## config.mk

```make
export PLATFORM = sky130hd
export DESIGN_NAME = seg_7_rx
export DESIGN_NICKNAME = d
export VERILOG_FILES = /design/src/rtl/seg_7_rx.sv
export SDC_FILE = /design/constraint.sdc
export NUM_CORES = 1
export LEC_CHECK = 0
export CAP_MARGIN = 20
export CORE_UTILIZATION = 45
export DETAILED_ROUTE_END_ITERATION = 10
export HOLD_SLACK_MARGIN = 0.15
export MAX_ROUTING_LAYER = met4
export PLACE_DENSITY_LB_ADDON = 0.2
export SLEW_MARGIN = 25
export SYNTH_ARGS = -nofsm -noshare
export SYNTH_HDL_FRONTEND = slang
export SYNTH_SLANG_ARGS = --single-unit
```

## constraint.sdc

```tcl
create_clock -name clk -period 2.26 [get_ports clk]
set_input_delay 0.339 -clock clk [delete_from_list [all_inputs] [get_ports clk]]
set_output_delay 0.339 -clock clk [all_outputs]
set_load 0.01 [all_outputs]
```

## src/rtl/seg_7_rx.sv

```systemverilog
// Receiver for the multiplexed 7-segment bus: synchronises seg/com, waits for each
// pair to settle, decodes it to BCD per position and flags complete four-digit frames.
module seg_7_rx #(
  parameter int STABLE_CYCLES = 4,
  parameter int CNT_W         = 4
) (
  input  logic        clk,
  input  logic        rst_n,
  input  logic [6:0]  seg_in,
  input  logic [3:0]  com_in,
  input  logic        clr,
  output logic [15:0] digits,
  output logic [3:0]  digit_vld,
  output logic [3:0]  blank,
  output logic        frame_done,
  output logic        err,
  output logic        err_sticky
);

  localparam logic [CNT_W-1:0] STABLE = CNT_W'(STABLE_CYCLES);

  typedef enum logic [1:0] {IDLE, SETTLE, HOLD} state_t;

  typedef struct packed {
    logic       ok;
    logic       blank;
    logic [3:0] val;
  } dec_t;

  function automatic dec_t decode(input logic [6:0] s);
    dec_t d;
    d    = '0;
    d.ok = 1'b1;
    case (s)
      7'h7E:   d.val = 4'd0;
      7'h30:   d.val = 4'd1;
      7'h6D:   d.val = 4'd2;
      7'h79:   d.val = 4'd3;
      7'h33:   d.val = 4'd4;
      7'h5B:   d.val = 4'd5;
      7'h5F:   d.val = 4'd6;
      7'h70:   d.val = 4'd7;
      7'h7F:   d.val = 4'd8;
      7'h7B:   d.val = 4'd9;
      7'h00: begin
        d.blank = 1'b1;
        d.val   = 4'hF;
      end
      default: d.ok = 1'b0;
    endcase
    return d;
  endfunction

  logic [6:0]       r_seg_m, r_seg_s;
  logic [3:0]       r_com_m, r_com_s;
  logic [10:0]      r_p;
  logic [CNT_W-1:0] r_cnt;
  state_t           r_state;
  logic [3:0]       r_mask;

  logic [10:0]      w_p;
  logic             w_chg, w_onehot, w_multi, w_fire, w_cap, w_err_ev;
  logic [CNT_W-1:0] w_cnt_nxt;
  state_t           w_state_nxt;
  logic [1:0]       w_idx;
  logic [3:0]       w_mask_set;
  dec_t             w_dec;

  // NOTE: sequential state uses non-blocking assignments so every flop samples
  // the pre-edge value; blocking here would collapse the two synchroniser stages.
  always_ff @(posedge clk or negedge rst_n) begin
    if (!rst_n) begin
      r_seg_m <= '0;
      r_seg_s <= '0;
      r_com_m <= '0;
      r_com_s <= '0;
      r_p     <= '0;
    end else begin
      r_seg_m <= seg_in;
      r_seg_s <= r_seg_m;
      r_com_m <= com_in;
      r_com_s <= r_com_m;
      r_p     <= w_p;
    end
  end

  assign w_p      = {r_seg_s, r_com_s};
  assign w_chg    = (w_p != r_p);
  assign w_onehot = $onehot(r_com_s);
  assign w_multi  = (r_com_s != 4'b0000) && !w_onehot;
  assign w_dec    = decode(r_seg_s);

  // The counter tracks consecutive identical samples of P, whatever the state.
  assign w_cnt_nxt = w_chg ? CNT_W'(1) : ((r_cnt == STABLE) ? r_cnt : r_cnt + 1'b1);
  assign w_fire    = (w_cnt_nxt == STABLE) && (w_chg || (r_cnt != STABLE));

  always_ff @(posedge clk or negedge rst_n) begin
    if (!rst_n) begin
      r_state <= IDLE;
      r_cnt   <= '0;
    end else begin
      r_state <= w_state_nxt;
      r_cnt   <= w_cnt_nxt;
    end
  end

  // NOTE: every signal driven here gets a default first, so no path infers a latch.
  always_comb begin
    w_state_nxt = r_state;
    w_cap       = 1'b0;
    w_err_ev    = w_multi && w_fire;
    if (w_chg) begin
      if (!w_onehot)   w_state_nxt = IDLE;
      else if (w_fire) w_state_nxt = HOLD;
      else             w_state_nxt = SETTLE;
      w_cap = w_onehot && w_fire;
    end else if (r_state == SETTLE && w_fire) begin
      w_state_nxt = HOLD;
      w_cap       = 1'b1;
    end
  end

  always_comb begin
    w_idx = 2'd0;
    for (int k = 0; k < 4; k++) begin
      if (r_com_s[k]) w_idx = 2'(k);
    end
  end

  assign w_mask_set = r_mask | (4'b0001 << w_idx);

  always_ff @(posedge clk or negedge rst_n) begin
    if (!rst_n) begin
      digits     <= '0;
      digit_vld  <= '0;
      blank      <= '0;
      r_mask     <= '0;
      frame_done <= 1'b0;
      err        <= 1'b0;
      err_sticky <= 1'b0;
    end else if (clr) begin
      digits     <= '0;
      digit_vld  <= '0;
      blank      <= '0;
      r_mask     <= '0;
      frame_done <= 1'b0;
      err        <= 1'b0;
      err_sticky <= 1'b0;
    end else begin
      frame_done <= 1'b0;
      err        <= 1'b0;
      if (w_err_ev) begin
        err        <= 1'b1;
        err_sticky <= 1'b1;
      end
      if (w_cap) begin
        if (!w_dec.ok) begin
          digit_vld[w_idx] <= 1'b0;
          blank[w_idx]     <= 1'b0;
          err              <= 1'b1;
          err_sticky       <= 1'b1;
        end else begin
          digits[{w_idx, 2'b00} +: 4] <= w_dec.val;
          digit_vld[w_idx]            <= 1'b1;
          blank[w_idx]                <= w_dec.blank;
          if (w_mask_set == 4'hF) begin
            frame_done <= 1'b1;
            r_mask     <= 4'h0;
          end else begin
            r_mask <= w_mask_set;
          end
        end
      end
    end
  end

endmodule

```

# Word level (Yosys, flattened, before mapping)
# Cells that the tools add are included.
[op_classes]
n_eq_ne = 17
shift = 3
addsub = 5
div = 0
bitwise = 5
n_reduce_logical = 15
n_mux = 43
n_lt_le_gt_ge = 2
n_mul = 0
[op_table]
columns = ["operator", "count"]
rows = [
  ["$eq A7 B7 Y1 const B", 8],
  ["$mux W16", 3],
  ["$mux W4", 12],
  ["$pmux W4 S10", 1],
  ["$mux W1", 18],
  ["$bwmux W16", 1],
  ["$shift A4 B6 Y16 const A", 1],
  ["$shiftx A4 B6 Y16", 1],
  ["$eq A7 B6 Y1 const B", 2],
  ["$mux W2", 6],
  ["$ne A11 B11 Y1", 1],
  ["$reduce_or A11 Y1", 1],
  ["$and A4 B4 Y4", 2],
  ["$eq A4 B3 Y1 const B", 2],
  ["$or A4 B4 Y4", 2],
  ["$logic_not A7 Y1", 1],
  ["$logic_and A1 B1 Y1", 6],
  ["$neg A4 Y6", 1],
  ["$reduce_bool A2 Y1", 3],
  ["$add A1 B1 Y2", 2],
  ["$add A4 B1 Y4 const B", 1],
  ["$bwmux W4", 1],
  ["$eq A4 B4 Y1 const B", 1],
  ["$ne A4 B3 Y1 const B", 1],
  ["other kinds (12)", 12],
]
[totals]
elab_cells = 104
in_bits = 14
latch_bits = 0
register_bits = 70
memories = 0
mem_bits_ro = 0
mem_bits_rw = 0
output_inout_bits = 27

# Longest topological paths before layout
# Gate-level depths: netlist of run 1.
[depth]
depth_word = 12
mapped_depth = 10
mapped_depth_nobuf = 9

# Least setup slack after synthesis of run 1
# No wires, ideal clock.
[synth_timing]
path_kind = "flip-flop to flip-flop"
start = "reg r_cnt[0]"
end = "reg digits[5]"
period_less_slack_ns = 2.368
required_ns = 2.121
n_path_buf = 1
path_slack_ns = -0.108
stages_incl_launch_ff = 9
setup_time_ns = 0.139
arrival_ns = 2.229
path_cell_list = "dfrtp_1 > inv_1 > ha_1 > nor4b_2 > a211oi_1 > or4_4 > or3_1 > buf_2 > mux2i_1"
[synth_via]
elab_chain_len = 10
word_cells_on_any_way = 14
cone_classes = "add/sub: 1; eq/ne: 3; mux: 4; reduce/logical: 6"
[synth_rtl]
columns = ["item", "line_no", "text"]
rows = [
  ["start: declaration", "57", "logic [CNT_W-1:0] r_cnt;"],
  ["start signal: assignment", "103", "r_cnt <= w_cnt_nxt;"],
  ["$add A4 B1 Y4 / $eq A4 B3 Y1 (equally long branches)", "94", "assign w_cnt_nxt = w_chg ? CNT_W'(1) : ((r_cnt == STABLE) ? r_cnt : r_cnt + 1'b1);"],
  ["$mux W4 (2 in series)", "94", ""],
  ["$eq A4 B3 Y1", "95", "assign w_fire = (w_cnt_nxt == STABLE) && (w_chg || (r_cnt != STABLE));"],
  ["$logic_and A1 B1 Y1 *", "95", ""],
  ["$logic_and A1 B1 Y1", "117", "end else if (r_state == SETTLE && w_fire) begin"],
  ["$mux W1", "117", ""],
  ["$mux W1 *", "112", "if (w_chg) begin"],
  ["$reduce_bool A2 Y1 (no line) *", "n/a", ""],
  ["$reduce_and A2 Y1 (no line) *", "n/a", ""],
  ["end signal: indexed assignment", "163", "digits[{w_idx, 2'b00} +: 4] <= w_dec.val;"],
  ["end: declaration", "12", "output logic [15:0] digits,"],
]
# Every way passes the cells marked *; elsewhere a longest branch is shown, timed or not.
# A chain may end at the register's enable or synchronous reset.

# Final worst setup path of run 1
[layout_timing]
start = "reg r_cnt[1]"
end = "reg digits[11]"
# The elaborated chain is that of the path after synthesis.

==> key figures, run 1 <==
STA
  • Final Cycle Share: 1.043
  • Worst rel slew slack: 0.5462
  • Final setup margin: -0.09656 ns
  • Final Setup Violations: 13
  • RSZ-0062 raised after global routing: true
  • Worst Clk Skew: ~0.008 ns
  • Least-Margin Pin Slew: slightly below 0.7 ns
  • Final Critical Period: roughly 2.4 ns
  • Final Hold Fails: 0
  • Max-slew violations: 0
  • Max Clk Rate: approximately 420 MHz

Logic synthesis
  • Cell taking the most area after synthesis: dfrtp_1
  • Area share of fa/ha/maj cells after synthesis: 0.02706
  • Syn nets: between 200 and 300
  • Top cells by area, synth: dfrtp_1, mux2i_1, nand2_1
  • Synth Register Bits: 70
  • EDFF count, synth: 0
  • Synth top area share: 0.5740
  • Cells after Synth: 267
  • Mux contribution to synthesized area: 0.04920
  • Post-Synth XOR/XNOR Area: 0.03936
  • Main combinational cell family by area after synthesis: simple AND/OR/NAND/NOR gates
  • Average cell area after synthesis: around 11 um2
  • Synth Area in Simple Gates: 0.1710
  • Synth Area in Compound Gates: 0.09512
  • Sequential share of the synthesized area: 0.5740
  • Main synth FF type: dfrtp_1
  • Yosys warns: 0
  • Async SR Flop Fraction: 1.000
  • Synthesized area: just over 3000 um2
  • Unique masters post-synth: 50

Clock tree
  • CTS tree: yes
  • Clk_lat worst skew: approximately 0.35 ns
  • CTS Buffer Depth: 2
  • Clock transition at path regs: roughly 0.08 ns
  • CTS Buf Count: 9
  • CTS HTree Levels: 3
  • CTS root buffer: clkbuf_8
  • Clock sinks: 70

Critical path
  • Crit-path max cell delay: roughly 0.53 ns
  • Crit-path max FO: 4
  • Setup slack, reg-to-reg: -0.1 ns
  • Reg-to-reg critical path startpoint: r_cnt[1]$_DFF_PN0_
  • CP endpoint kind: flip-flop
  • CP startpoint kind: flip-flop
  • Crit-path cells: buf_4, ha_4, nor4b_4, a211oi_2, or4_4, or3_4, a31o_4
  • Critical Path Source: r_cnt[1]$_DFF_PN0_
  • WS Path Type: flip-flop to flip-flop
  • FF-to-FF End: digits[11]$_DFFE_PN0P_
  • R2r worst-path depth: 7
  • CP arrival: around 2.6 ns
  • Critical path required time: between 2 and 3 ns
  • Crit-path slowest cell: or4_4

Detailed routing
  • Remaining antenna violation count: 0
  • Routed WL: between 6000 and 7000 um
  • DRT Pass-1 Iters: 4
  • Routed vias/inst: 5.385
  • DRC errors left: 0
  • Routed length per instance: about 16 um
  • DR vias: ~2.3k
  • DR iter-0 viols: roughly 120

Place
  • GPL Wtd Cong: around 0.83
  • Pre-CTS setup slack: -0.1983 ns
  • # placed instances: between 400 and 500
  • Port-buffer cells: 40
  • Detail Placement HPWL: 4531 um

Worst hold path
  • HP Start: r_com_m[3]$_DFF_PN0_
  • Hold endpoint: r_com_s[3]$_DFF_PN0_
  • Hold path depth: 0
  • Worst hold-check path type: flip-flop to flip-flop

Power
  • VDD IR max: 0.0005039 V
  • Total power: between 2000 and 3000 uW
  • Pwr/cell area: 610.3 nW/um2
  • Leak pwr: between 0.0015 and 0.002 uW

Outcome
  • Status: complete, but fails checks
  • Failing checks: setup timing

Floorplanning
  • Die Wd: 84.35 um
  • Standard-cell rows: 29
  • # IOs: roughly 40
  • Starting Density: 0.4725
  • Die ar.: 7115 um2
  • Core area: around 6500 um2
  • Die Height: 84.35 um

Global route
  • First-pass GRT wire length: around 11000 um
  • Pin count of the biggest net entering global routing: 33
  • GRT Overall Usage: 0.2058
  • Vias in the first global route: 2282
  • Total grt overflow: 0
  • Initial antenna violation count: 0

Finish
  • P&R area growth vs syn: 37.43%
  • Antenna cells: 0
  • Non-Filler Instances: between 400 and 500
  • Nets: 369
  • Layout cells sized above 1: 0.2768
  • Layout Utilization: 0.6494

Job
  • Max cap viols: 0
layer usage:
metal / global-route usage / share of wire / up-vias
li1: - / - / 1105
met1: 0.2675 / 0.48 / 1151
met2: 0.3048 / 0.46 / 54
met3: 0.06391 / 0.040 / 11
met4: 0.07704 / 0.018 / 0
met5: - / 0 / -
Yosys cell counts, types with 3 or more instances:
library cell,count
nor2_1,11
or3_1,4
nand4_1,9
a211oi_1,3
nand3_1,13
buf_6,4
ha_1,5
mux2i_1,15
clkbuf_1,5
xnor2_1,10
inv_1,13
a21oi_1,14
nor3_1,5
nand2_1,28
dfrtp_1,70
o21ai_0,15
power breakdown:
group          switching, uW  total, uW  internal (uW)  leakage (uW)
sequential              26.6       1310           1290      0.000893
combinational            118        226            108      0.000822
clock                    509       1020            513     0.0000996
total                    654       2560           1910       0.00181
cells by family after synthesis:
kind of cell    after synthesis
mux                          15
flops                        70
buf+inv                      26
fa+ha+maj                     6
xor+xnor                     12
compound gates               46
simple gates                 92
cells in the final DEF, fill, tap and decap left out, types with 10 or more instances in the layout:
cell type,synthesis,final
a21oi_1,14,10
buf_4,1,35
clkdlybuf4s50_1,0,39
dfrtp_1,70,67
mux2i_1,15,15
nand2_1,28,28
nand3_1,13,12
nor2_1,11,10
o21ai_0,15,11
xnor2_1,10,10
registers in the layout (all words and copies together), names as in the netlist:
signal	count
r_cnt	4
r_seg_m	7
blank	4
r_mask	4
digit_vld	4
r_state	2
r_com_m	4
frame_done	1
err_sticky	1
err	1
r_com_s	4
r_seg_s	7
digits	16
r_p	11
what timing repair did:
| action | CTS | global route |
|---|---|---|
| hold buffers | 1 | 0 |
| resized for setup | 17 | 27 |
| endpoints found under the setup margin | 14 | 30 |
| endpoints found under the hold margin | 25 | 0 |
| buffers inserted | 6 | 6 |
| cloned | 0 | 0 |
| pin swaps | 9 | 12 |
how the worst max path moves through the flow:
| stage | endpoint | slack (ns) | cells past startpoint |
|---|---|---|---|
| floorplan | digits[5]$_DFFE_PN0P_ | -0.07 | 8 |
| global placement | digits[6]$_DFFE_PN0P_ | -0.14 | 7 |
| detailed placement | digits[5]$_DFFE_PN0P_ | -0.20 | 7 |
| CTS | digits[8]$_DFFE_PN0P_ | -0.18 | 9 |
| global route | digits[10]$_DFFE_PN0P_ | -0.15 | 9 |
| finish | digits[11]$_DFFE_PN0P_ | -0.1 | 7 |
per-stage QoR:
| step | hold WS [ns] | setup TNS [ns] | cell area, um2 |
|---|---|---|---|
| 6_report | 0.3480 | -0.7963 | 4194 |
| 5_1_grt | 0.3621 | -1.825 | 4194 |
| 4_1_cts | 0.3495 | -3.100 | 4041 |
| 3_5_place_dp | 0.3347 | -1.817 | 3732 |
| 3_3_place_gp | 0.3313 | -0.9551 | 3732 |
| 2_1_floorplan | 0.04341 | -0.3165 | 3067 |
critical path: cells and delay by family (launching register included):
kind,cells,cell delay [ns]
buffers and inverters,1,0.15
adders and majority gates,1,0.17
AOI/OAI and AO/OA,2,0.33
DFF,1,0.39
and+or+nand+nor,3,1.20
cell type report:
cell class,count,area [um2]
clock buffers,9,123.9
clock inverters,7,73.82
fillers,507,2265
inverters,13,48.80
multi-input cells,171,1325
flip-flops and latches,70,1755
well taps,77,96.34
repair buffers,84,770.7
No activity file was read; power rests on OpenSTA's default activity.
==> run 2: changes to the inputs <==
Settings changed: MAX_ROUTING_LAYER met4 to default.
==> key figures, run 2 (same netlist as run 1, synthesis figures left out) <==
Detailed routing
  • DRT Pass-1 Iters: 4
  • Routed WL: around 6800 um
  • Remaining antenna violation count: 0
  • DR vias: between 2k and 2.5k
  • Routed vias/inst: around 5.4
  • DR iter-0 viols: 95
  • Routed length per instance: ~16 um
  • DRC errors left: 0

Finish
  • Finished Cell Area: around 4200 um2
  • Layout cells sized above 1: 0.2837
  • Largest registers: digits: 16 flops, r_p: 11 flops
  • Nets: between 300 and 400
  • Highest-count cells in the layout ignoring fill and taps: dfrtp_1, clkdlybuf4s50_1, buf_4
  • Layout Utilization: 0.6530
  • Non-Filler Instances: roughly 430
  • P&R area growth vs syn: 38.21%
  • Max reg flops: 16
  • Antenna cells: 0
  • Most common cell after layout, fill and taps aside: dfrtp_1
  • Biggest register: digits

Critical path
  • CP startpoint kind: flip-flop
  • Setup slack, reg-to-reg: -0.1 ns
  • Crit-path max cell delay: 0.53 ns
  • WS Path Type: flip-flop to flip-flop
  • Critical path required time: between 2 and 3 ns
  • Crit-path max FO: 4
  • CP arrival: between 2 and 3 ns
  • Crit-path cells: buf_4, ha_4, nor4b_4, a211oi_2, or4_4, buf_6, o31a_1, a21boi_1
  • CP endpoint kind: flip-flop
  • FF-to-FF End: r_mask[3]$_DFFE_PN0P_
  • Reg-to-reg critical path startpoint: r_cnt[1]$_DFF_PN0_
  • Crit-path slowest cell: or4_4
  • R2r worst-path depth: 8
  • CP endpoint: r_mask[3]$_DFFE_PN0P_
  • Critical Path Source: r_cnt[1]$_DFF_PN0_

STA
  • Final Critical Period: between 2 and 2.5 ns
  • Worst rel slew slack: 0.5522
  • Worst Clk Skew: around 0.011 ns
  • Final Cycle Share: 1.042
  • Final Setup Violations: 13
  • Least-Margin Pin Slew: roughly 0.67 ns
  • Final Hold Fails: 0
  • Max-slew violations: 0
  • Total negative setup slack: -0.7632 ns
  • Final setup margin: -0.09598 ns
  • Max Clk Rate: between 400 and 500 MHz
  • RSZ-0062 raised after global routing: true

Global route
  • Total grt overflow: 0
  • Initial antenna violation count: 0
  • GRT Overall Usage: 0.1998
  • First-pass GRT wire length: 10780 um
  • Vias in the first global route: ~2.3k
  • Pin count of the biggest net entering global routing: 33

Place
  • Port-buffer cells: 40
  • Detail Placement HPWL: ~4500 um
  • Placed instance area: approximately 3700 um2
  • GPL Wtd Cong: 0.8201
  • # placed instances: roughly 410

Power
  • Flop pwr share: 0.511
  • Leak pwr: around 0.0018 uW
  • Combinational cell fraction of total power: 0.088
  • Net Sw Frac: 0.2576
  • Clock share of power: 0.401
  • Pwr/cell area: between 600 and 700 nW/um2
  • Pint: between 1500 and 2000 uW
  • VDD IR max: about 0.00052 V
  • Total power: 2567 uW
  • Switching pwr: about 660 uW

Floorplanning
  • Die Height: 84.35 um
  • Die Wd: ~84 um
  • # IOs: 41
  • Core area: ~6500 um2
  • Starting Density: 0.4725
  • Standard-cell rows: 29
  • Die ar.: a little over 7000 um2

Outcome
  • Status: complete, but fails checks
  • Failing checks: setup timing

Worst hold path
  • Worst hold-check path type: flip-flop to flip-flop

Clock tree
  • Clock transition at path regs: approximately 0.08 ns
  • CTS HTree Levels: 3
  • Clock sinks: 70
  • CTS Buffer Depth: 2
  • Clk_lat worst skew: 0.36 ns
  • CTS tree: yes
  • CTS Buf Count: 9
  • CTS root buffer: clkbuf_8

Job
  • Max cap viols: 0
## run 2: final cells by class
type,count,area [um2]
fillers,502,2241
flip-flops and latches,70,1755
multi-input cells,171,1330
repair buffers,86,789.5
clock buffers,9,123.9
well taps,77,96.34
clock inverters,7,73.82
inverters,13,48.80
## run 2: timing repair
action,CTS,global route
endpoints found under the setup margin,14,30
hold buffers,1,0
endpoints found under the hold margin,25,0
pin swaps,9,12
gates resized for setup,17,29
buffers inserted,6,7
## run 2: how the worst min path moves through the flow
stage / cells past startpoint / start / to
5_1_grt: 0 / r_seg_m[6]$_DFF_PN0_ / r_seg_s[6]$_DFF_PN0_
6_report: 0 / r_com_m[3]$_DFF_PN0_ / r_com_s[3]$_DFF_PN0_
3_3_place_gp: 0 / r_seg_m[5]$_DFF_PN0_ / r_seg_s[5]$_DFF_PN0_
2_1_floorplan: 0 / rst_n / blank[0]$_DFFE_PN0P_
3_5_place_dp: 0 / r_seg_m[3]$_DFF_PN0_ / r_seg_s[3]$_DFF_PN0_
4_1_cts: 0 / r_com_m[3]$_DFF_PN0_ / r_com_s[3]$_DFF_PN0_
## run 2: per-stage QoR
stage	hold WS, ns	setup WS (ns)
after floorplan	0.04341	-0.06509
after global placement	0.3313	-0.1393
after detailed placement	0.3347	-0.1983
after CTS	0.3495	-0.1805
after global routing	0.3621	-0.1485
final	0.3445	-0.09598
## run 2: per-layer routing
metal / wire, um / part of all wire / vias up / track usage
li1: - / - / 1117 / -
met1: 3155 / 0.47 / 1155 / 0.2675
met2: 3165 / 0.47 / 64 / 0.3055
met3: 319 / 0.047 / 11 / 0.06391
met4: 124 / 0.018 / 0 / 0.07704
met5: 0 / 0 / - / 0
## run 2: critical path, delay by kind of cell (launching register included)
kind	cells	cell delay, ns
adder cells (fa/ha/maj)	1	0.17
flip-flops	1	0.39
buffers and inverters	2	0.30
AND/OR/NAND/NOR	2	0.80
AO/OA/AOI/OAI	3	0.57
## run 2: power groups by stage
stage	Sequential, uW	Combinational (uW)	Clock [uW]
global placement	1330	189	0
global route	1320	249	1110
CTS	1310	202	1050
finish	1310	226	1030
detailed placement	1340	193	0
floorplan	1320	108	0
==> run 3: changes to the inputs <==
Settings changed: SKIP_CTS_REPAIR_TIMING from default to 1.
==> key figures, run 3 (same netlist as run 1, synthesis figures left out) <==
Outcome
  • Status: complete, but fails checks
  • Failing checks: setup timing

STA
  • Max-slew violations: 0
  • Final Setup Violations: 18
  • Final Critical Period: around 2.5 ns
  • Final Hold Fails: 0
  • Worst Clk Skew: around 0.0099 ns
  • Worst rel slew slack: 0.5482
  • RSZ-0062 raised after global routing: true
  • Least-Margin Pin Slew: around 0.68 ns
  • Final setup margin: -0.2236 ns
  • Max Clk Rate: roughly 400 MHz
  • Final Cycle Share: 1.099

Global route
  • Pin count of the biggest net entering global routing: 33
  • First-pass GRT wire length: 10610 um
  • Vias in the first global route: around 2.2k
  • Initial antenna violation count: 0
  • GRT Overall Usage: 0.1966
  • Total grt overflow: 0

Place
  • Port-buffer cells: 40
  • Placed instance area: around 3700 um2
  • # placed instances: between 400 and 500
  • Detail Placement HPWL: ~4500 um
  • GPL Wtd Cong: ~0.82

Floorplanning
  • Die Height: between 80 and 90 um
  • Starting Density: 0.4725
  • # IOs: approximately 40
  • Die Wd: between 80 and 90 um
  • Core area: ~6500 um2
  • Die ar.: 7115 um2
  • Standard-cell rows: 29

Detailed routing
  • DRT Pass-1 Iters: 4
  • DR iter-0 viols: slightly above 90
  • DR vias: about 2.3k
  • Met2 WL: just over 3000 um
  • Top layer in use: met4
  • Routed wl met3: 327 um
  • M1 wire length: roughly 3100 um
  • Routed WL: about 6700 um
  • Routed vias/inst: approximately 5.4
  • Routed length per instance: 15.61 um
  • DRC errors left: 0
  • Remaining antenna violation count: 0

Finish
  • Max reg flops: 16
  • Largest registers: digits: 16 flops, r_p: 11 flops
  • Register area: about 1800 um2
  • Multi-input gate area: about 1300 um2
  • Antenna cells: 0
  • Most common cell after layout, fill and taps aside: dfrtp_1
  • Layout cells sized above 1: 0.2400
  • P&R area growth vs syn: 33.70%
  • Biggest register: digits
  • Nets: 365
  • Finished Cell Area: ~4000 um2
  • Non-Filler Instances: roughly 430
  • Highest-count cells in the layout ignoring fill and taps: dfrtp_1, clkdlybuf4s50_1, buf_4
  • Filler Cells Inserted: 523

Clock tree
  • CTS tree: yes
  • CTS Buffer Depth: 2
  • CTS root buffer: clkbuf_8
  • Clk_lat worst skew: ~0.35 ns
  • Clock sinks: 70
  • CTS Buf Count: 9
  • Clock transition at path regs: roughly 0.080 ns
  • CTS HTree Levels: 3

Worst hold path
  • HP Start: r_com_m[3]$_DFF_PN0_
  • Hold endpoint: r_com_s[3]$_DFF_PN0_
  • Worst hold-check path type: flip-flop to flip-flop
  • Hold path depth: 0

Critical path
  • WS Path Type: flip-flop to flip-flop
  • FF-to-FF End: digits[11]$_DFFE_PN0P_
  • Crit-path max FO: 4
  • Critical path required time: between 2 and 3 ns
  • CP arrival: between 2 and 3 ns
  • R2r worst-path depth: 7
  • CP endpoint kind: flip-flop
  • CP startpoint kind: flip-flop
  • Reg-to-reg critical path startpoint: r_cnt[0]$_DFF_PN0_
  • Setup slack, reg-to-reg: -0.22 ns

Power
  • Pwr/cell area: 622.4 nW/um2
  • Leak pwr: between 0.0015 and 0.002 uW
  • VDD IR max: 0.0005151 V
  • Total power: ~2500 uW

Job
  • Max cap viols: 0
## run 3: changes by cell type in the layout (fill, tap and decap cells not counted), sizes merged
cell,delta
buf,-6
## run 3: how the worst max path moves through the flow
stage,endpoint,cells past startpoint,slack (ns),startpoint
CTS,digits[5]$_DFFE_PN0P_,7,-0.22,r_cnt[0]$_DFF_PN0_
finish,digits[11]$_DFFE_PN0P_,7,-0.22,r_cnt[0]$_DFF_PN0_
floorplan,digits[5]$_DFFE_PN0P_,8,-0.07,r_cnt[0]$_DFF_PN0_
detailed placement,digits[5]$_DFFE_PN0P_,7,-0.20,r_cnt[0]$_DFF_PN0_
global placement,digits[6]$_DFFE_PN0P_,7,-0.14,r_cnt[0]$_DFF_PN0_
global route,digits[10]$_DFFE_PN0P_,9,-0.28,r_cnt[1]$_DFF_PN0_
## run 3: layout make-up
type / instances / share of cell area
flip-flops and latches: 70 / 0.4296
multi-input cells: 171 / 0.3067
repair buffers: 80 / 0.1797
clock buffers: 9 / 0.03036
well taps: 77 / 0.02361
clock inverters: 7 / 0.01809
inverters: 13 / 0.01196
## run 3: routing by layer
metal	GRT usage	vias to the layer above
met2	0.2928	78
met4	0.07550	0
met5	0	-
li1	-	1108
met3	0.06391	10
met1	0.2696	1129
## run 3: metrics by stage
stage | utilization | hold WS, ns | setup TNS, ns | worst slack [ns]
after detailed placement | 0.5779 | 0.3347 | -1.817 | -0.1983
after global placement | 0.5779 | 0.3313 | -0.9551 | -0.1393
final | 0.6317 | 0.3467 | -2.295 | -0.2236
after CTS | 0.6085 | 0.01798 | -2.274 | -0.2243
after floorplan | - | 0.04341 | -0.3165 | -0.06509
after global routing | 0.6317 | 0.3621 | -4.297 | -0.2842
## run 3: power by group
group | internal, uW | switching, uW
Clock | 513 | 510
Sequential | 1280 | 26.9
Combinational | 95.1 | 110
Total | 1890 | 647
## run 3: critical path, cell delays in order (launching register included)
cell      delay, ns
dfrtp_1        0.41
inv_2          0.08
ha_4           0.21
nor4bb_4       0.28
nand4_1        0.16
or4_4          0.60
or3_4          0.40
a31o_2         0.24
==> edit 1 (flow settings as in run 3) <==
`CNT_W`: 4 -> 3.
--- a/src/rtl/seg_7_rx.sv
+++ b/src/rtl/seg_7_rx.sv
@@ -2,7 +2,7 @@
 // pair to settle, decodes it to BCD per position and flags complete four-digit frames.
 module seg_7_rx #(
   parameter int STABLE_CYCLES = 4,
-  parameter int CNT_W         = 4
+  parameter int CNT_W         = 3
 ) (
   input  logic        clk,
   input  logic        rst_n,
Function: no difference found for any inputs over 10 cycles, from zero or initial values and one cycle with rst_n low; that may be too few to reach the edited logic, so the function may still have changed.
==> edit 1 against run 3 <==
The flow finishes with violations (design-rule violations). Synthesized area fell by 0.74%. Combinational power down 3%. Critical path type unchanged. Worst setup slack better by 0.23 ns. Utilization is 3.0 points lower. Critical path depth grew 3. Sequential cell count decreased by 1. First-iteration DRC count rose by 26%. Cell area fell by 5.2%. Non-clock buffer count shrank 17. Total power shrank 1.3%. Routed wire length fell by 9.5%. Sequential share of layout area up 1.7 points. Global-route usage shrank 0.66 points.
==> edit 1: results (changes against run 3) <==
Run status
  – Status: finished with violations
  – Failing checks: design-rule violations

Place
  – GPL Wtd Cong: 0.829 (+1.1%)
  – Place WS: 0.00335 ns (+0.202 ns)
  – Dpl cells: 379 (-6.4%)
  – Area after DPL: 3590 um2 (-3.8%)
  – Post-detail-place hpwl: 4330 um (-4.4%)

GRT
  – Largest net degree at the start of global routing: 43 (+30%)
  – Overall global routing resource usage: 19.0% (-0.66 points)
  – First-pass GRT wire length: 10300 um (-2.7%)
  – Vias in the first global route: 2164 (-1.9%)
  – Met2 usage: 29.7% (+0.37 points)

Routing
  – # DRC: 2 (+2)
  – DRT Pass-1 Iters: 7 (+3)
  – Drt initial violations: 116 (+26%)
  – Post-Route WL: 6030 um (-9.5%)
  – Avg WL per Cell: 15.2 um (-2.9%)
  – Via density: 5.29 (-2.9%)

Setup path
  – Critical path's slowest cell: fa_1
  – Worst r2r path cells: 10 (+3)
  – CP Max Fanout: 3 (-1)
  – Crit-path max cell delay: 0.55 ns (-0.05 ns)
  – CP arrival: 2.51 ns (-0.21 ns)

Finish
  – Clk cell area share: 5.18% (+0.33 points)
  – Layout non-clock buf frac: 14.8% (-3.2 points)
  – # clk buffers: 12 (+3)
  – Fillers: 557 (+6.5%)
  – Reg area: 1730 um2 (-1.5%)
  – Count of multi-input gates: 161 (-5.8%)
  – Area grow syn2layout: 27.7%
  – Layout net count: 337 (-7.7%)
  – Share of cells above drive strength 1: 18.4% (-5.6 points)

Yosys
  – Mapped cell area: 3030 um2 (-0.74%)
  – Sequential fraction of the synthesis area: 57.0% (-0.40 points)
  – Syn_nets: 274 (-4.5%)
  – Seq cells post-synth: 69 (-1.4%)
  – Synth Area per Inst: 11.9 um2 (+4.3%)
  – Top post-synthesis cells by area: dfrtp_1 57%, mux2i_1 4.3%, xor2_1 3.5%
  – Post-synthesis compound-gate area fraction: 8.88% (-0.63 points)
  – Commonest cells post-synth: 69 x dfrtp_1, 26 x nand2_1, 13 x mux2i_1
  – Post-synthesis mux area share: 4.30% (-0.62 points)

Timing
  – Final Skew: 0.00792 ns (-0.00197 ns)

Power
  – Pwr per Cell Area: 648 nW/um2 (+4.1%)
  – Clock Power Share: 40.4% (about the same)
==> edit 1: cell count changes in the layout (fill, tap and decap cells not counted), sizes merged, moves of 4 or more <==
cell   change
xnor2     -11
nand4      -6
xor2      +12
a22o       +5
o21ai      -4
buf       -17
==> edit 1: path summary, 6_finish.rpt <==
check	to	slack [ns]	start
max	err_sticky$_DFF_PN0_	0.01	r_com_s[3]$_DFF_PN0_
min	r_seg_s[6]$_DFF_PN0_	0.35	r_seg_m[6]$_DFF_PN0_
max reg2reg	err_sticky$_DFF_PN0_	0.01	r_com_s[3]$_DFF_PN0_
min reg2reg	r_seg_s[6]$_DFF_PN0_	0.35	r_seg_m[6]$_DFF_PN0_
max in group asynchronous	digits[1]$_DFFE_PN0P_	1.30	rst_n
min in group asynchronous	r_cnt[2]$_DFF_PN0_	0.53	rst_n
==> edit 1: metal layers <==
layer,part of all wire [%],wire length [um]
met1,46,2750
met2,48,2880
met3,5.2,312
met4,1.5,92
met5,0,0
==> edit 2 (config.mk and constraints of run 3) <==
Without the edit above. Take the reset off `r_p` and load it in a clocked block of its own.
--- a/src/rtl/seg_7_rx.sv
+++ b/src/rtl/seg_7_rx.sv
@@ -74,14 +74,16 @@
       r_seg_s <= '0;
       r_com_m <= '0;
       r_com_s <= '0;
-      r_p     <= '0;
     end else begin
       r_seg_m <= seg_in;
       r_seg_s <= r_seg_m;
       r_com_m <= com_in;
       r_com_s <= r_com_m;
-      r_p     <= w_p;
     end
+  end
+
+  always_ff @(posedge clk) begin
+    r_p <= w_p;
   end
 
   assign w_p      = {r_seg_s, r_com_s};
Formal check against the unedited RTL: no difference found for any inputs over 10 cycles, from zero or initial values and one cycle with rst_n low; that may be too few to reach the edited logic, so the function may still have changed.
==> edit 2 against run 3 <==
The flow finishes with violations (design-rule violations). Sequential cell count unchanged. Worst setup slack gained 0.31 ns. Clock power rose by 9%. Cell area is 3.3% lower. Final cell count down 3.3%. Via count shrank 1.5%. Routed wire length fell by 5.5%. Total power up 2.4%. Synthesized area is 0.33% higher. Largest cell class unchanged.
==> edit 2: results (changes against run 3) <==
Yosys
  – Post-synthesis compound-gate area fraction: 12.8% (+3.3 points)
  – Commonest cells post-synth: 59 x dfrtp_1, 24 x nand2_1, 13 x inv_1, 13 x nand3_1, 13 x xnor2_1
  – Syn_nets: 289 (+0.70%)
  – Synth Area per Inst: 11.6 um2 (+1.1%)
  – Xor-xnor portion of the synthesized cell area: 3.72% (-0.22 points)
  – Sequential fraction of the synthesis area: 55.4% (-2.0 points)
  – Asr flop ratio synth: 84.3% (-16 points)
  – Post-synthesis cell type count: 54 (+8.0%)
  – Top post-synthesis cells by area: dfrtp_1 48%, dfxtp_1 7.2%, mux2i_1 3.9%
  – Post-synthesis mux area share: 4.29% (-0.63 points)
  – Adder-cell share of the synthesized area: 4.33% (+1.6 points)

Power
  – Sw Ratio: 22.5% (-3.0 points)
  – Leakage: 1.77 nW (-0.47%)
  – Clk power: 1.11 mW (+9%)

Routing
  – Vias: 2289 (-1.5%)
  – Met1 wire length: 2870 um (-7.7%)
  – Drt initial violations: 103 (+12%)
  – # DRC: 7 (+7)
  – Post-Route WL: 6300 um (-5.5%)

Place
  – Dpl cells: 392 (-3.2%)
  – Post-detail-place hpwl: 4620 um (+1.9%)
  – GPL Wtd Cong: 0.886 (+8.0%)

Setup path
  – CP arrival: 2.41 ns (-0.31 ns)
  – CP Max Fanout: 3 (-1)
  – Reg-to-reg endpoint: err$_DFF_PN0_
  – Critical path's slowest cell: fa_1
  – Worst R2R Start: r_com_s[0]$_DFF_PN0_
  – FF-to-FF setup slack: 0.09 ns (+0.31 ns)
  – Top delay family on crit path: adder cells

Hold path
  – Min-delay src: r_seg_m[0]$_DFF_PN0_
  – Worst hold endpoint: r_seg_s[0]$_DFF_PN0_

Run status
  – Status: finished with violations
  – Failing checks: design-rule violations

Timing
  – Hold_ws: 0.344 ns (-0.00217 ns)
  – Worst slew pin tran: 0.681 ns (+0.00323 ns)
  – Final Skew: 0.0108 ns (+0.000924 ns)

Finish
  – Share of cells above drive strength 1: 17.6% (-6.4 points)
  – Final Non-Filler Cells: 413 (-3.3%)
  – Layout net count: 355 (-2.7%)

GRT
  – Met2 usage: 29.9% (+0.57 points)
  – First-pass GRT wire length: 10500 um (-1.2%)
## edit 2: cell count changes after synthesis, sizes merged, moves of 4 or more
cell   before  now
a21oi      14    3
a22o        0   11
dfrtp      70   59
dfxtp       0   11
o21ai      15    5
a41oi       1    6
ha          5    9
nand2      28   24
nor2b       1    5
## edit 2: cell families after synthesis
| family | count (synthesis) |
|---|---|
| fa+ha+maj | 10 |
| flops | 70 |
| compound gates | 49 |
| xor+xnor | 13 |
| simple gates | 84 |
| buf+inv | 26 |
| mux | 13 |
## edit 2: how the worst max path moves through the flow
stage	from	endpoint	slack, ns	cells after the start
4_1_cts	r_com_s[0]$_DFF_PN0_	err$_DFF_PN0_	-0.05	9
6_report	r_com_s[0]$_DFF_PN0_	err$_DFF_PN0_	0.09	9
2_1_floorplan	r_com_s[0]$_DFF_PN0_	err_sticky$_DFF_PN0_	0.15	9
5_1_grt	r_com_s[0]$_DFF_PN0_	err$_DFF_PN0_	-0.06	9
3_3_place_gp	r_com_s[0]$_DFF_PN0_	err_sticky$_DFF_PN0_	0.07	9
3_5_place_dp	r_com_s[0]$_DFF_PN0_	err_sticky$_DFF_PN0_	-0.02	9
## edit 2: through the flow
step | utilization [%] | area, um2 | power (mW) | setup slack, ns
floorplan | - | 3060 | 1.43 | 0.151
global placement | 56.5 | 3650 | 1.50 | 0.0712
detailed placement | 56.5 | 3650 | 1.51 | -0.0176
CTS | 59.9 | 3870 | 2.61 | -0.0468
global route | 61.1 | 3950 | 2.68 | -0.0585
finish | 61.1 | 3950 | 2.60 | 0.0889
## edit 2: cell type report
cell class | count | share of cell area [%]
clock buffer | 12 | 3.68
clock inverter | 4 | 1.84
inverter | 14 | 1.33
multi-input combinational | 169 | 32.5
sequential | 70 | 43.0
tap | 77 | 2.44
timing repair buffer | 67 | 15.2
